==> config.mk <==
export PLATFORM = sky130hd
export DESIGN_NAME = uart_response_tx
export DESIGN_NICKNAME = d
export VERILOG_FILES = /design/src/rtl/uart_resp_pkg.sv /design/src/rtl/uart_resp_fifo.sv /design/src/rtl/uart_response_tx.sv
export SDC_FILE = /design/constraint.sdc
export NUM_CORES = 1
export LEC_CHECK = 0
export BUFFER_PORTS_ARGS = -buffer_cell sky130_fd_sc_hd__buf_4
export CAP_MARGIN = 20
export CORE_MARGIN = 5
export CORE_UTILIZATION = 61
export CTS_CLUSTER_SIZE = 30
export DETAILED_ROUTE_END_ITERATION = 12
export GPL_TIMING_DRIVEN = 0
export PLACE_DENSITY_LB_ADDON = 0.05
export REMOVE_ABC_BUFFERS = 1
export SYNTH_ARGS = -nofsm -noshare
export SYNTH_HDL_FRONTEND = slang
export SYNTH_SLANG_ARGS = --single-unit
==> constraint.sdc <==
create_clock -name clk -period 3.24 [get_ports clk]
set_input_delay 0.648 -clock clk [delete_from_list [all_inputs] [get_ports clk]]
set_output_delay 0.648 -clock clk [all_outputs]
set_load 0.1 [all_outputs]
==> src/rtl/uart_resp_pkg.sv <==
// Shared definitions for the UART response transmitter.
// Holds the TX state encoding, the response record layout and the helpers
// that map a record onto the bytes and line levels of a UART frame.
package uart_resp_pkg;

    localparam int REC_W       = 42;
    localparam int FRAME_BYTES = 7;
    localparam int MEMTYPE_BIT = 41;
    localparam int ADDR_MSB    = 40;
    localparam int ADDR_LSB    = 32;

    typedef logic [REC_W-1:0] resp_rec_t;

    typedef enum logic [1:0] {
        IDLE  = 2'd0,
        START = 2'd1,
        DATA  = 2'd2,
        STOP  = 2'd3
    } tx_state_t;

    // Byte idx of the frame built from rec: header, {mem_type, 0, addr[8]},
    // addr[7:0], then the data word big-endian.
    function automatic logic [7:0] frame_byte(input resp_rec_t rec,
                                              input logic [2:0] idx,
                                              input logic [7:0] hdr);
        logic [7:0] b;
        b = hdr;
        case (idx)
            3'd0:    b = hdr;
            3'd1:    b = {rec[MEMTYPE_BIT], 6'b0, rec[ADDR_MSB]};
            3'd2:    b = rec[ADDR_MSB-1:ADDR_LSB];
            3'd3:    b = rec[31:24];
            3'd4:    b = rec[23:16];
            3'd5:    b = rec[15:8];
            3'd6:    b = rec[7:0];
            default: b = hdr;
        endcase
        return b;
    endfunction

    // Serial line level for a given position within the frame.
    function automatic logic line_level(input tx_state_t  state,
                                        input resp_rec_t  rec,
                                        input logic [2:0] byte_idx,
                                        input logic [2:0] bit_idx,
                                        input logic [7:0] hdr);
        logic [7:0] cur;
        logic       lvl;
        cur = frame_byte(rec, byte_idx, hdr);
        case (state)
            START:   lvl = 1'b0;
            DATA:    lvl = cur[bit_idx];
            default: lvl = 1'b1;
        endcase
        return lvl;
    endfunction

endpackage

==> src/rtl/uart_resp_fifo.sv <==
// Synchronous FIFO for response records.
// Ports:
//   clk, reset        clock and asynchronous active-high reset
//   push, wr_data     write request and record; a push while full is accepted
//                     only when a pop happens in the same cycle
//   pop, rd_data      read request and head record (rd_data is the current head)
//   full, empty       occupancy flags
//   count             number of stored records
module uart_resp_fifo #(
    parameter int DEPTH = 4,
    parameter int WIDTH = 42
) (
    input  logic                     clk,
    input  logic                     reset,
    input  logic                     push,
    input  logic [WIDTH-1:0]         wr_data,
    input  logic                     pop,
    output logic [WIDTH-1:0]         rd_data,
    output logic                     full,
    output logic                     empty,
    output logic [$clog2(DEPTH):0]   count
);

    localparam int PTR_W = $clog2(DEPTH);
    localparam int CNT_W = PTR_W + 1;

    logic [WIDTH-1:0] mem [DEPTH];
    logic [PTR_W-1:0] wr_ptr;
    logic [PTR_W-1:0] rd_ptr;
    logic             do_push;
    logic             do_pop;

    assign full    = (count == CNT_W'(DEPTH));
    assign empty   = (count == '0);
    assign do_pop  = pop && !empty;
    // A pop frees the slot this cycle, so a push on a full FIFO still fits.
    assign do_push = push && (!full || do_pop);
    assign rd_data = mem[rd_ptr];

    // NOTE: storage carries no reset; only pointers and count define validity,
    // and leaving the array unreset lets it map onto plain RAM/registers.
    always_ff @(posedge clk) begin
        if (do_push) begin
            mem[wr_ptr] <= wr_data;
        end
    end

    always_ff @(posedge clk or posedge reset) begin
        if (reset) begin
            wr_ptr <= '0;
            rd_ptr <= '0;
            count  <= '0;
        end else begin
            if (do_push) wr_ptr <= wr_ptr + PTR_W'(1);
            if (do_pop)  rd_ptr <= rd_ptr + PTR_W'(1);
            if (do_push && !do_pop)      count <= count + CNT_W'(1);
            else if (do_pop && !do_push) count <= count - CNT_W'(1);
        end
    end

endmodule

==> src/rtl/uart_response_tx.sv <==
// UART transmitter for memory read-back responses.
// Each 42-bit record {mem_type, addr[8:0], data[31:0]} presented with a
// one-cycle tx_data_ready pulse is queued, then sent as a 7-byte 8N1 frame:
// A5-style header, {mem_type, 6'b0, addr[8]}, addr[7:0], data big-endian.
// Ports:
//   clk, reset     clock and asynchronous active-high reset
//   tx_data_in     response record, valid with tx_data_ready
//   tx_data_ready  one-cycle capture pulse
//   uart_tx        serial line, idle high (registered)
//   tx_busy        frame in progress or records still queued
//   overflow       sticky: a record was dropped on a full FIFO
//   fifo_count     records currently queued
module uart_response_tx
    import uart_resp_pkg::*;
#(
    parameter int         CLKS_PER_BIT = 868,
    parameter int         FIFO_DEPTH   = 4,
    parameter logic [7:0] FRAME_HDR    = 8'hA5
) (
    input  logic                          clk,
    input  logic                          reset,
    input  logic [REC_W-1:0]              tx_data_in,
    input  logic                          tx_data_ready,
    output logic                          uart_tx,
    output logic                          tx_busy,
    output logic                          overflow,
    output logic [$clog2(FIFO_DEPTH):0]   fifo_count
);

    localparam int               BAUD_W    = $clog2(CLKS_PER_BIT);
    localparam logic [BAUD_W-1:0] BAUD_LAST = BAUD_W'(CLKS_PER_BIT - 1);
    localparam logic [2:0]        LAST_BYTE = 3'(FRAME_BYTES - 1);

    tx_state_t         state, state_next;
    logic [BAUD_W-1:0] baud_cnt, baud_next;
    logic [2:0]        bit_idx, bit_next;
    logic [2:0]        byte_idx, byte_next;
    resp_rec_t         frame, frame_next;
    logic              tx_next;
    logic              bit_done;
    logic              pop;
    logic              fifo_full;
    logic              fifo_empty;
    resp_rec_t         fifo_head;

    uart_resp_fifo #(
        .DEPTH (FIFO_DEPTH),
        .WIDTH (REC_W)
    ) u_fifo (
        .clk     (clk),
        .reset   (reset),
        .push    (tx_data_ready),
        .wr_data (tx_data_in),
        .pop     (pop),
        .rd_data (fifo_head),
        .full    (fifo_full),
        .empty   (fifo_empty),
        .count   (fifo_count)
    );

    assign bit_done = (baud_cnt == BAUD_LAST);
    assign tx_busy  = (state != IDLE) || (fifo_count != '0);

    // NOTE: every signal written here gets a default first, so no path
    // through the case leaves one unassigned and no latch is inferred.
    always_comb begin
        state_next = state;
        baud_next  = baud_cnt;
        bit_next   = bit_idx;
        byte_next  = byte_idx;
        frame_next = frame;
        pop        = 1'b0;

        if (state != IDLE) begin
            baud_next = bit_done ? '0 : baud_cnt + BAUD_W'(1);
        end

        case (state)
            IDLE: begin
                baud_next = '0;
                if (!fifo_empty) begin
                    pop        = 1'b1;
                    frame_next = fifo_head;
                    byte_next  = '0;
                    state_next = START;
                end
            end
            START: begin
                if (bit_done) begin
                    bit_next   = '0;
                    state_next = DATA;
                end
            end
            DATA: begin
                if (bit_done) begin
                    if (bit_idx == 3'd7) state_next = STOP;
                    else                 bit_next   = bit_idx + 3'd1;
                end
            end
            STOP: begin
                if (bit_done) begin
                    if (byte_idx == LAST_BYTE) begin
                        state_next = IDLE;
                    end else begin
                        byte_next  = byte_idx + 3'd1;
                        state_next = START;
                    end
                end
            end
            default: state_next = IDLE;
        endcase

        // The line is registered from the next-state view so the pin is
        // glitch-free yet changes on the same edge as the state.
        tx_next = line_level(state_next, frame_next, byte_next, bit_next, FRAME_HDR);
    end

    // NOTE: sequential state uses non-blocking assignments so every register
    // samples the pre-edge values regardless of statement order.
    always_ff @(posedge clk or posedge reset) begin
        if (reset) begin
            state    <= IDLE;
            baud_cnt <= '0;
            bit_idx  <= '0;
            byte_idx <= '0;
            frame    <= '0;
            uart_tx  <= 1'b1;
            overflow <= 1'b0;
        end else begin
            state    <= state_next;
            baud_cnt <= baud_next;
            bit_idx  <= bit_next;
            byte_idx <= byte_next;
            frame    <= frame_next;
            uart_tx  <= tx_next;
            if (tx_data_ready && fifo_full && !pop) begin
                overflow <= 1'b1;
            end
        end
    end

endmodule

# Yosys cells after proc, flatten, opt, wreduce, memory -nomap -nowiden
# Memories as Yosys holds them, arrays and structs flattened.
# Cells that the tools add are included.
[word_totals]
ff_bits = 69
wordCells = 83
mem_count = 1
input_bits = 45
output_inout_bits = 6
mem_bits_rw = 168
[classes]
n_reduce_logical = 19
magnitude_cmp = 1
n_eq_ne = 15
muxes = 30
n_addsub = 7
[memory_table]
columns = ["memory", "words", "width", "rd", "rd_ports_with_merged_regs", "write_ports", "line_no", "rtl"]
rows = [
  ["u_fifo.mem", 4, 42, 1, 0, 1, "uart_resp_fifo.sv:27", "logic [WIDTH-1:0] mem [DEPTH];"],
]
[ops]
columns = ["cell", "count"]
rows = [
  ["42-bit two-way mux", 2],
  ["8-bit one-hot mux with 6 select lines", 1],
  ["10-bit two-way mux", 3],
  ["3-bit two-way mux", 8],
  ["3-bit == test (second input constant)", 6],
  ["3-bit one-hot mux with 2 select lines", 2],
  ["10-bit by 1-bit adder with 10-bit output (second input constant)", 1],
  ["10-bit == test (second input constant)", 1],
  ["2-bit two-way mux", 5],
  ["3-bit by 1-bit adder with 3-bit output (second input constant)", 3],
  ["2-bit one-hot mux with 4 select lines", 1],
  ["2-bit == test (second input constant)", 3],
  ["3-bit by 2-bit == test with 1-bit output (second input constant)", 2],
  ["1-bit logical AND", 6],
  ["1-bit two-way mux", 6],
  ["2-bit nonzero test", 3],
  ["1-bit zero test", 5],
  ["2-bit by 1-bit adder with 2-bit output (second input constant)", 2],
  ["2-bit by 1-bit == test with 1-bit output (second input constant)", 2],
  ["3-bit by 4-bit < comparator with 1-bit output (second input constant)", 1],
  ["1-bit binary-select mux with 3-bit select", 1],
  ["3-bit by 1-bit == test with 1-bit output (second input constant)", 1],
  ["3-bit zero test", 1],
  ["3-bit nonzero test", 1],
  ["other kinds (4)", 5],
]

# Depth between registers and ports, before layout
# Gate-level depths: netlist of the first run.
[logic_depth]
word_depth = 10
ltp_mapped = 14
ltp_nobuf = 12

# Cells and area by module
# From an unflattened synthesis of the first run, not the netlist that was laid out.
[unflattened]
hier_cells = 556
area_unflattened_um2 = 9849.4
[by_module_without_submodules]
columns = ["module", "n_inst", "area_per_inst_um2", "cells_each", "seq_area_each_um2"]
rows = [
  ["uart_resp_fifo", 1, 6551.3, 256, 5220.0],
  ["uart_response_tx", 1, 3298.2, 300, 1552.7],
]

# Worst setup path before layout of the first run
# No wires, ideal clock.
[synth_timing]
path_kind = "reg2reg"
startpoint = "reg u_fifo.count[0]"
endpoint = "mem u_fifo.mem[0][0], enable pin"
path_buffers = 1
required_ns = 2.837
setup_time_ns = 0.403
arrival_time_ns = 2.663
path_stages_with_launch = 5
setup_slack_ns = 0.173
path_cell_list = "dfrtp_1 -> nor4b_1 -> nor2b_1 -> clkbuf_1 -> and2_1"
[synth_between]
elab_chain_cells = 8
word_cells_on_any_way = 11
cone_classes = "eq/ne (1); mux (4); reduce/logical (6)"
[synth_rtl]
columns = ["item", "line_no", "rtl"]
rows = [
  ["start: declaration", "uart_resp_fifo.sv:21", "output logic [$clog2(DEPTH):0] count"],
  ["start signal: assignment", "uart_resp_fifo.sv:56", "if (do_push && !do_pop) count <= count + CNT_W'(1);"],
  ["start signal: assignment", "uart_resp_fifo.sv:57", "else if (do_pop && !do_push) count <= count - CNT_W'(1);"],
  ["3-bit zero test", "uart_resp_fifo.sv:34", "assign empty = (count == '0);"],
  ["1-bit two-way mux", "uart_response_tx.sv:81", "if (!fifo_empty) begin"],
  ["1-bit two-way mux", "uart_response_tx.sv:78", "case (state)"],
  ["1-bit logical AND", "uart_resp_fifo.sv:35", "assign do_pop = pop && !empty;"],
  ["1-bit logical OR (*)", "uart_resp_fifo.sv:37", "assign do_push = push && (!full || do_pop);"],
  ["1-bit logical AND (*)", "uart_resp_fifo.sv:37", ""],
  ["via u_fifo.do_push", "uart_resp_fifo.sv:30", "logic do_push;"],
  ["1-bit two-way mux (*)", "uart_resp_fifo.sv:43", "if (do_push) begin"],
  ["1-bit two-way mux (implied by the code) (*)", "uart_resp_fifo.sv:44", "mem[wr_ptr] <= wr_data;"],
  ["end: declaration", "uart_resp_fifo.sv:27", ""],
]
# The timed path passes the listed nets; every way through them passes the cells marked *.

# Worst setup path in the final report of the first run
[layout_timing]
startpoint = "reg state[0]"
endpoint = "reg uart_tx"
[layout_between]
elab_chain_cells = 7
word_cells_on_any_way = 25
cone_classes = "eq/ne (11); mux (13); reduce/logical (1)"
[layout_rtl]
columns = ["item", "line_no", "rtl"]
rows = [
  ["start: declaration", "uart_response_tx.sv:34", "tx_state_t state, state_next;"],
  ["start signal: assignment", "uart_response_tx.sv:130", "state <= state_next;"],
  ["2-bit == test or 2-bit zero test (tied branches)", "uart_response_tx.sv:78", ""],
  ["3-bit one-hot mux with 2 select lines", "uart_response_tx.sv:78", ""],
  ["3-bit == test, or another cell as far along", "uart_resp_pkg.sv:28", "case (idx)"],
  ["8-bit one-hot mux with 6 select lines", "uart_resp_pkg.sv:28", ""],
  ["1-bit binary-select mux with 3-bit select", "uart_resp_pkg.sv:52", "DATA: lvl = cur[bit_idx];"],
  ["1-bit two-way mux (implied by the code)", "uart_resp_pkg.sv:52", ""],
  ["1-bit one-hot mux with 2 select lines (*)", "uart_resp_pkg.sv:50", "case (state)"],
  ["via tx_next", "uart_response_tx.sv:39", "logic tx_next;"],
  ["end signal: assignment", "uart_response_tx.sv:135", "uart_tx <= tx_next;"],
  ["end: declaration", "uart_response_tx.sv:24", "output logic uart_tx,"],
]
# The timed path passes the listed nets; every way through them passes the cells marked *. The select of a mux whose other input is x is not followed.
# A chain may end at the register's enable or synchronous reset.

==> summary.txt, run 1 <==
Status
  • Status: complete, no violations

Global routing
  • Vias in the first global route: ~5.3k
  • Largest net degree at the start of global routing: 70
  • GRT overflow: 0
  • Antenna violations before repair: 0
  • Gr usage total: between 10% and 20%
  • Global-route wire length before repair: between 20000 and 30000 um

Timing
  • Smallest hold slack: just over 0.3 ns
  • Final Skew: 0.0253 ns
  • Fmax: about 330 MHz
  • RSZ-0062 raised after global routing: false
  • Tcrit/Tclk final: a little over nine tenths
  • Slew Viols, Final: 0
  • Slew of the pin with the lowest slew margin: ~0.85 ns
  • Setup violations, final: 0
  • Worst slew margin: 43.5%
  • Tmin final: ~3.0 ns
  • Hold Fails Final Rpt: 0

Setup path
  • Critical-path maximum fanout: 15
  • Reg2reg path depth: 11
  • Launch point of the worst reg-to-reg path: state[0]
  • Required @ worst endpoint: 3.66 ns
  • Critical R2R Capture: uart_tx
  • Crit Path Class: reg -> reg
  • Critical Path AT: approximately 3.5 ns
  • Crit path launch type: register
  • R2r setup slk: ~0.19 ns
  • Crit end category: register

Synth
  • Post-Syn Instances: roughly 540
  • FFs w/ async S/R, synth: 29.1%
  • Post-synthesis register bit count: 237
  • Unique masters post-synth: 63
  • Warning count from the yosys run: 0
  • Synthesized area per cell: approximately 18 sq um
  • Post-synth EDFFs: ~170
  • Mapped cell area: 0.00967 sq mm
  • Most common flop cell mapped by yosys: edfxtp_1
  • Sequential share of the synthesized area: approximately 70%

Worst hold path
  • Type of the worst min-delay path: in -> async

Cells and area
  • Area grow syn2layout: 15.2%
  • Commonest non-fill, non-tap cell in the layout: edfxtp_1
  • Share of layout cells above drive strength 1: about a third
  • Final instance area: 0.0111 sq mm
  • Ant diodes: 0
  • Fin nets: approximately 660
  • Final Util: just over 70%
  • Leading cell types in the layout, fill and taps excluded: 168 x edfxtp_1, 66 x dfrtp_1, 51 x buf_4, 43 x mux2_2, 42 x mux4_2

Power
  • Cell area power density: approximately 900 mW/mm^2
  • Max VDD drop: approximately 0.69 mV
  • Lkg Pwr: approximately 4 nW
  • Total power: between 0.01 and 0.015 W

Floorplanning
  • CORE AREA: 0.0157 sq mm
  • Die area: ~0.018 sq mm
  • Ports: 51
  • Row count: 46
  • Die H: 136 um
  • Die W: approximately 140 um
  • Initial Util: a little over 60%

Job
  • Max Cap Violations: 0

Route
  • Total routed wirelength: 17300 um
  • Drt pass-1 iters: 5
  • Vias: between 4k and 5k
  • Drt initial violations: between 300 and 400
  • Antenna Nets Post-Route: 0
  • Wire per inst: about 21 um
  • # DRC: 0
  • Vias per inst: between 5 and 6

Clock tree
  • CTS root buffer: clkbuf_16
  • TritonCTS buffer count: 24
  • Longest Clk Path Bufs: 3
  • Htree depth: 1
  • Skew-Pair Late Insertion Delay: approximately 0.53 ns
  • TritonCTS clock tree: done
  • Worst-path clk slew: 0.06 ns
  • Clock sinks: about 240

Place
  • Buffers added on ports: 50
  • Placed Area: between 0.01 and 0.015 sq mm
  • RePlAce Congestion: around 0.84
  • HPWL Detailed: between 10000 and 15000 um
-- cell families (layout without fill, tap and decap cells) --
| logic type | Yosys count | in the layout | synth area share (%) |
|---|---|---|---|
| multiplexers | 89 | 89 | 15.2 |
| adder cells (fa/ha/maj) | 14 | 14 | 1.89 |
| XOR/XNOR | 14 | 14 | 1.27 |
| buffers and inverters | 43 | 119 | 2.11 |
| AND/OR/NAND/NOR | 90 | 90 | 5.24 |
| AO/OA/AOI/OAI | 54 | 54 | 4.21 |
| flip-flops | 237 | 237 | 70.1 |
-- critical path, stage by stage, from the launching register on --
cell      delay, ns
dfrtp_1        0.43
inv_1          0.19
ha_4           0.28
nor4b_4        0.37
a211oi_1       0.09
or2_1          0.47
inv_2          0.27
nor2_1         0.10
a221oi_1       0.36
o21ai_0        0.16
nand4_1        0.12
o211ai_2       0.12
-- cells in the mapped netlist, types with 2 or more instances --
library cell  number  area share, %
nor2_1            22           0.85
edfxtp_1         168             52
clkbuf_1           6           0.23
xnor2_1            7           0.63
or2_1              2           0.13
a311oi_1           2           0.18
a31o_2             3           0.27
nand2_1           14           0.54
o211ai_1           6           0.47
buf_6              2           0.23
buf_4              2           0.16
and2_1             6           0.39
nor3_1             8           0.41
buf_2             14           0.72
mux4_2            42            9.8
a31oi_1            5           0.32
a21o_1             2           0.16
mux2i_1            4           0.41
nand4_1            6           0.39
a21oi_1            6           0.31
inv_1             13           0.50
and3_1             6           0.39
mux2_2            43            5.0
nand3_1           10           0.52
a221oi_1           6           0.54
xor2_1             7           0.63
inv_2              2          0.078
buf_1              3           0.12
a211oi_1           2           0.16
or3_1              2           0.13
ha_1              13            1.7
o21ai_0            9           0.47
dfrtp_1           68             18
-- power by group --
| part | switching (W) | total [W] | internal (W) |
|---|---|---|---|
| registers | 0.000349 | 0.00444 | 0.00409 |
| clock network | 0.00109 | 0.00257 | 0.00148 |
| logic | 0.00159 | 0.00306 | 0.00147 |
| total | 0.00303 | 0.0101 | 0.00705 |
-- through the flow --
step | TNS, ns | cells | setup WS [ns]
finish | 0 | 833 | 0.195
floorplan | -0.887 | 514 | -0.421
CTS | 0 | 832 | 0.00696
global placement | -138.60 | 780 | -1.38
global route | 0 | 833 | 0.0408
detailed placement | -0.619 | 788 | -0.619
-- registers in the layout, indices dropped and copies added (netlist names) --
name,flops
baud_cnt,10
u_fifo.wr_ptr,2
frame,42
byte_idx,3
bit_idx,3
uart_tx,1
state,2
overflow,1
u_fifo.count,3
u_fifo.rd_ptr,2
u_fifo.mem,168
-- how the worst max path moves through the flow --
stage                      from  endpoint  cells after the start  slack (ns)
6_report               state[0]   uart_tx                     11        0.19
5_1_grt                state[0]   uart_tx                     11        0.04
4_1_cts                state[0]   uart_tx                     12       0.007
3_5_place_dp           state[0]   uart_tx                     12       -0.62
3_3_place_gp   u_fifo.rd_ptr[0]   uart_tx                      7       -1.38
2_1_floorplan  u_fifo.rd_ptr[0]   uart_tx                      7       -0.42
-- area by class of cell --
| class | count | area, sq um |
|---|---|---|
| clock buffer | 34 | 648 |
| clock inverter | 10 | 98.8 |
| fill | 1010 | 4580 |
| inverter | 16 | 65.1 |
| multi-input combinational | 261 | 2720 |
| sequential | 237 | 6780 |
| tap | 216 | 270 |
| timing repair buffer | 59 | 553 |
-- timing repair --
action / 4_1_cts / 5_1_grt
resized for setup: 5 / 4
setup endpoints to repair: 1 / 1
hold buffers: 0 / 0
buffers inserted: 0 / 1
endpoints found under the hold margin: 0 / 0
-- layer usage --
layer | up-vias | wire length [um] | GRT usage (%)
li1 | 2238 | - | -
met1 | 2557 | 7340 | 26.8
met2 | 104 | 8890 | 33.3
met3 | 30 | 712 | 3.07
met4 | 0 | 392 | 5.21
met5 | - | 0 | 0
(Power assumes the default switching activity.)
==> inputs of run 2 (changes only) <==
Settings changed: CORE_MARGIN 5 to unset.
==> run 2 against run 1 <==
Effect of this change: maximum frequency down 0.86%; design area up 0.87%; core utilization up 2.5 points; non-clock buffer count up 2; sequential power about the same; critical endpoint unchanged; hold slack better by 0.014 ns; global-route usage up 2.7 points; largest power group unchanged; critical path type unchanged; power up 3.0%; cell count down 0.36%; critical path depth unchanged; wire length down 1.3%.
==> summary.txt, run 2 (synthesis results as in run 1) <==
Route
  • # DRC: 0 (unchanged)
  • Total routed wirelength: 17100 um (was 17300 um)
  • Drt initial violations: 284 (was 360)
  • Drt pass-1 iters: 4 (was 5)
  • Vias: 4975 (was 4929)
  • Vias per inst: 5.99 (was 5.92)
  • Antenna Nets Post-Route: 0 (unchanged)
  • Wire per inst: 20.6 um (was 20.8 um)

Clock tree
  • Clock sinks: 237 (unchanged)
  • Longest Clk Path Bufs: 3 (unchanged)
  • TritonCTS buffer count: 24 (unchanged)
  • TritonCTS clock tree: done (unchanged)
  • Skew-Pair Late Insertion Delay: 0.52 ns (was 0.53 ns)
  • CTS root buffer: clkbuf_16 (unchanged)
  • Htree depth: 1 (unchanged)
  • Worst-path clk slew: 0.06 ns (about the same)

Timing
  • Final Skew: 0.0187 ns (was 0.0253 ns)
  • Fmax: 326 MHz (was 328 MHz)
  • Smallest hold slack: 0.317 ns (was 0.303 ns)
  • Slew of the pin with the lowest slew margin: 0.846 ns (was 0.848 ns)
  • Worst slew margin: 43.6% (was 43.5%)
  • Tmin final: 3.07 ns (was 3.05 ns)
  • Tcrit/Tclk final: 94.8% (was 94.0%)
  • Hold Fails Final Rpt: 0 (unchanged)
  • Setup violations, final: 0 (unchanged)
  • Slew Viols, Final: 0 (unchanged)

Cells and area
  • Fin nets: 660 (was 658)
  • Largest Register: u_fifo.mem (unchanged)
  • Regs by FF count: u_fifo.mem: 168 flops, frame: 42 flops, baud_cnt: 10 flops (unchanged)
  • Max FFs per register: 168 (unchanged)
  • Share of layout cells above drive strength 1: 34.1% (was 32.9%)
  • Ant diodes: 0 (unchanged)
  • Leading cell types in the layout, fill and taps excluded: 168 x edfxtp_1, 66 x dfrtp_1, 53 x buf_4, 43 x mux2_2, 42 x mux4_2 (was 168 x edfxtp_1, 66 x dfrtp_1, 51 x buf_4, 43 x mux2_2, 42 x mux4_2)
  • Area grow syn2layout: 16.2% (was 15.2%)
  • Register area: 0.00678 sq mm (unchanged)
  • Footprint of the multi-input gates: 0.00272 sq mm (unchanged)
  • Commonest non-fill, non-tap cell in the layout: edfxtp_1 (unchanged)
  • # fillers: 952 (was 1010)
  • Final instance area: 0.0112 sq mm (was 0.0111 sq mm)

Global routing
  • Global-route wire length before repair: 27500 um (was 27800 um)
  • GRT overflow: 0 (unchanged)
  • Gr usage total: 22.3% (was 19.5%)
  • Vias in the first global route: 5205 (was 5304)
  • Antenna violations before repair: 0 (unchanged)
  • Largest net degree at the start of global routing: 70 (unchanged)

Setup path
  • Crit Path Class: reg -> reg (unchanged)
  • Crit path launch type: register (unchanged)
  • Crit end category: register (unchanged)
  • Critical Path AT: 3.49 ns (was 3.46 ns)
  • Critical-path maximum fanout: 15 (unchanged)
  • Required @ worst endpoint: 3.65 ns (was 3.66 ns)

Floorplanning
  • Initial Util: 63.1% (was 61.5%)
  • Row count: 45 (was 46)
  • Die H: 128 um (was 136 um)
  • CORE AREA: 0.0153 sq mm (was 0.0157 sq mm)
  • Ports: 51 (unchanged)
  • Die W: 128 um (was 136 um)
  • Die area: 0.0164 sq mm (was 0.0185 sq mm)

Power
  • Max VDD drop: 0.657 mV (was 0.693 mV)
  • Cell area power density: 924 mW/mm^2 (was 905 mW/mm^2)
  • Lkg Pwr: 4.08 nW (was 4.02 nW)

Status
  • Status: complete, no violations (unchanged)

Worst hold path
  • Type of the worst min-delay path: in -> async (unchanged)

Place
  • RePlAce Congestion: 0.839 (about the same)
  • Buffers added on ports: 50 (unchanged)
  • Placed Area: 0.0103 sq mm (was 0.0104 sq mm)
  • HPWL Detailed: 10900 um (was 11100 um)

Job
  • Max Cap Violations: 0 (unchanged)
-- run 2: changes by cell type in the layout (fill, tap and decap cells not counted), sizes merged --
| cell | delta |
|---|---|
| clkbuf | -3 |
| buf | +2 |
| bufinv | +2 |
| inv | +1 |
-- run 2: repair_timing --
item                                    4_1_cts  5_1_grt
endpoints found under the setup margin        1        1
hold buffers                                  0        0
cloned                                        0        0
pin swaps                                     1        1
resized for setup                             5        4
buffers inserted                              0        3
-- run 2: layout make-up --
cell class              instances  share of cell area [%]
clock buffers                  31                    6.05
flip-flops and latches        237                    60.3
well taps                     211                    2.35
inverters                      16                   0.579
clock inverters                13                    1.38
repair buffers                 61                    5.06
multi-input cells             261                    24.2
-- run 2: critical path: stages (launching register included) --
cell and delay (ns):
dfrtp_1 0.41, inv_1 0.21, ha_4 0.30, nor4b_4 0.40, a211oi_1 0.09, or2_1 0.48, inv_2 0.27, nor2_1 0.09
a221oi_1 0.32, o21ai_0 0.15, nand4_1 0.13, o211ai_2 0.11
-- run 2: path summary, 6_finish.rpt --
kind | cells after the start | from | slack (ns) | to
setup / recovery | 11 | state[0] | 0.17 | uart_tx
hold / removal | 2 | reset | 0.32 | u_fifo.wr_ptr[1]
setup reg to reg | 11 | state[0] | 0.17 | uart_tx
hold reg to reg | 1 | overflow | 0.47 | overflow
max in group asynchronous | 2 | reset | 2.28 | u_fifo.rd_ptr[0]
min in group clk | 1 | tx_data_in[38] | 0.33 | u_fifo.mem[2][38]
-- run 2: power breakdown --
part           internal [W]  switching (W)
sequential          0.00409       0.000312
combinational       0.00149        0.00165
clock               0.00173        0.00111
total               0.00731        0.00306
-- run 2: metrics by stage --
step                      instances  power [W]  setup WS (ns)  setup TNS, ns  utilization [%]
final                           830     0.0104          0.168              0             73.3
after floorplan                 514    0.00662         -0.421         -0.887                -
after detailed placement        783    0.00758         -0.738         -0.738             67.6
after global routing            830     0.0109        -0.0146        -0.0146             73.3
after CTS                       827     0.0104        0.00748              0             73.1
after global placement          775    0.00736          -1.29        -126.31             66.4
-- run 2: metal layers --
layer	wire (um)	share of wire (%)	up-vias	global-route usage, %
li1	-	-	2244	-
met1	7520	44	2590	30.8
met2	8600	50	110	37.4
met3	633	3.7	31	3.55
met4	362	2.1	0	6.02
met5	0	0	-	0
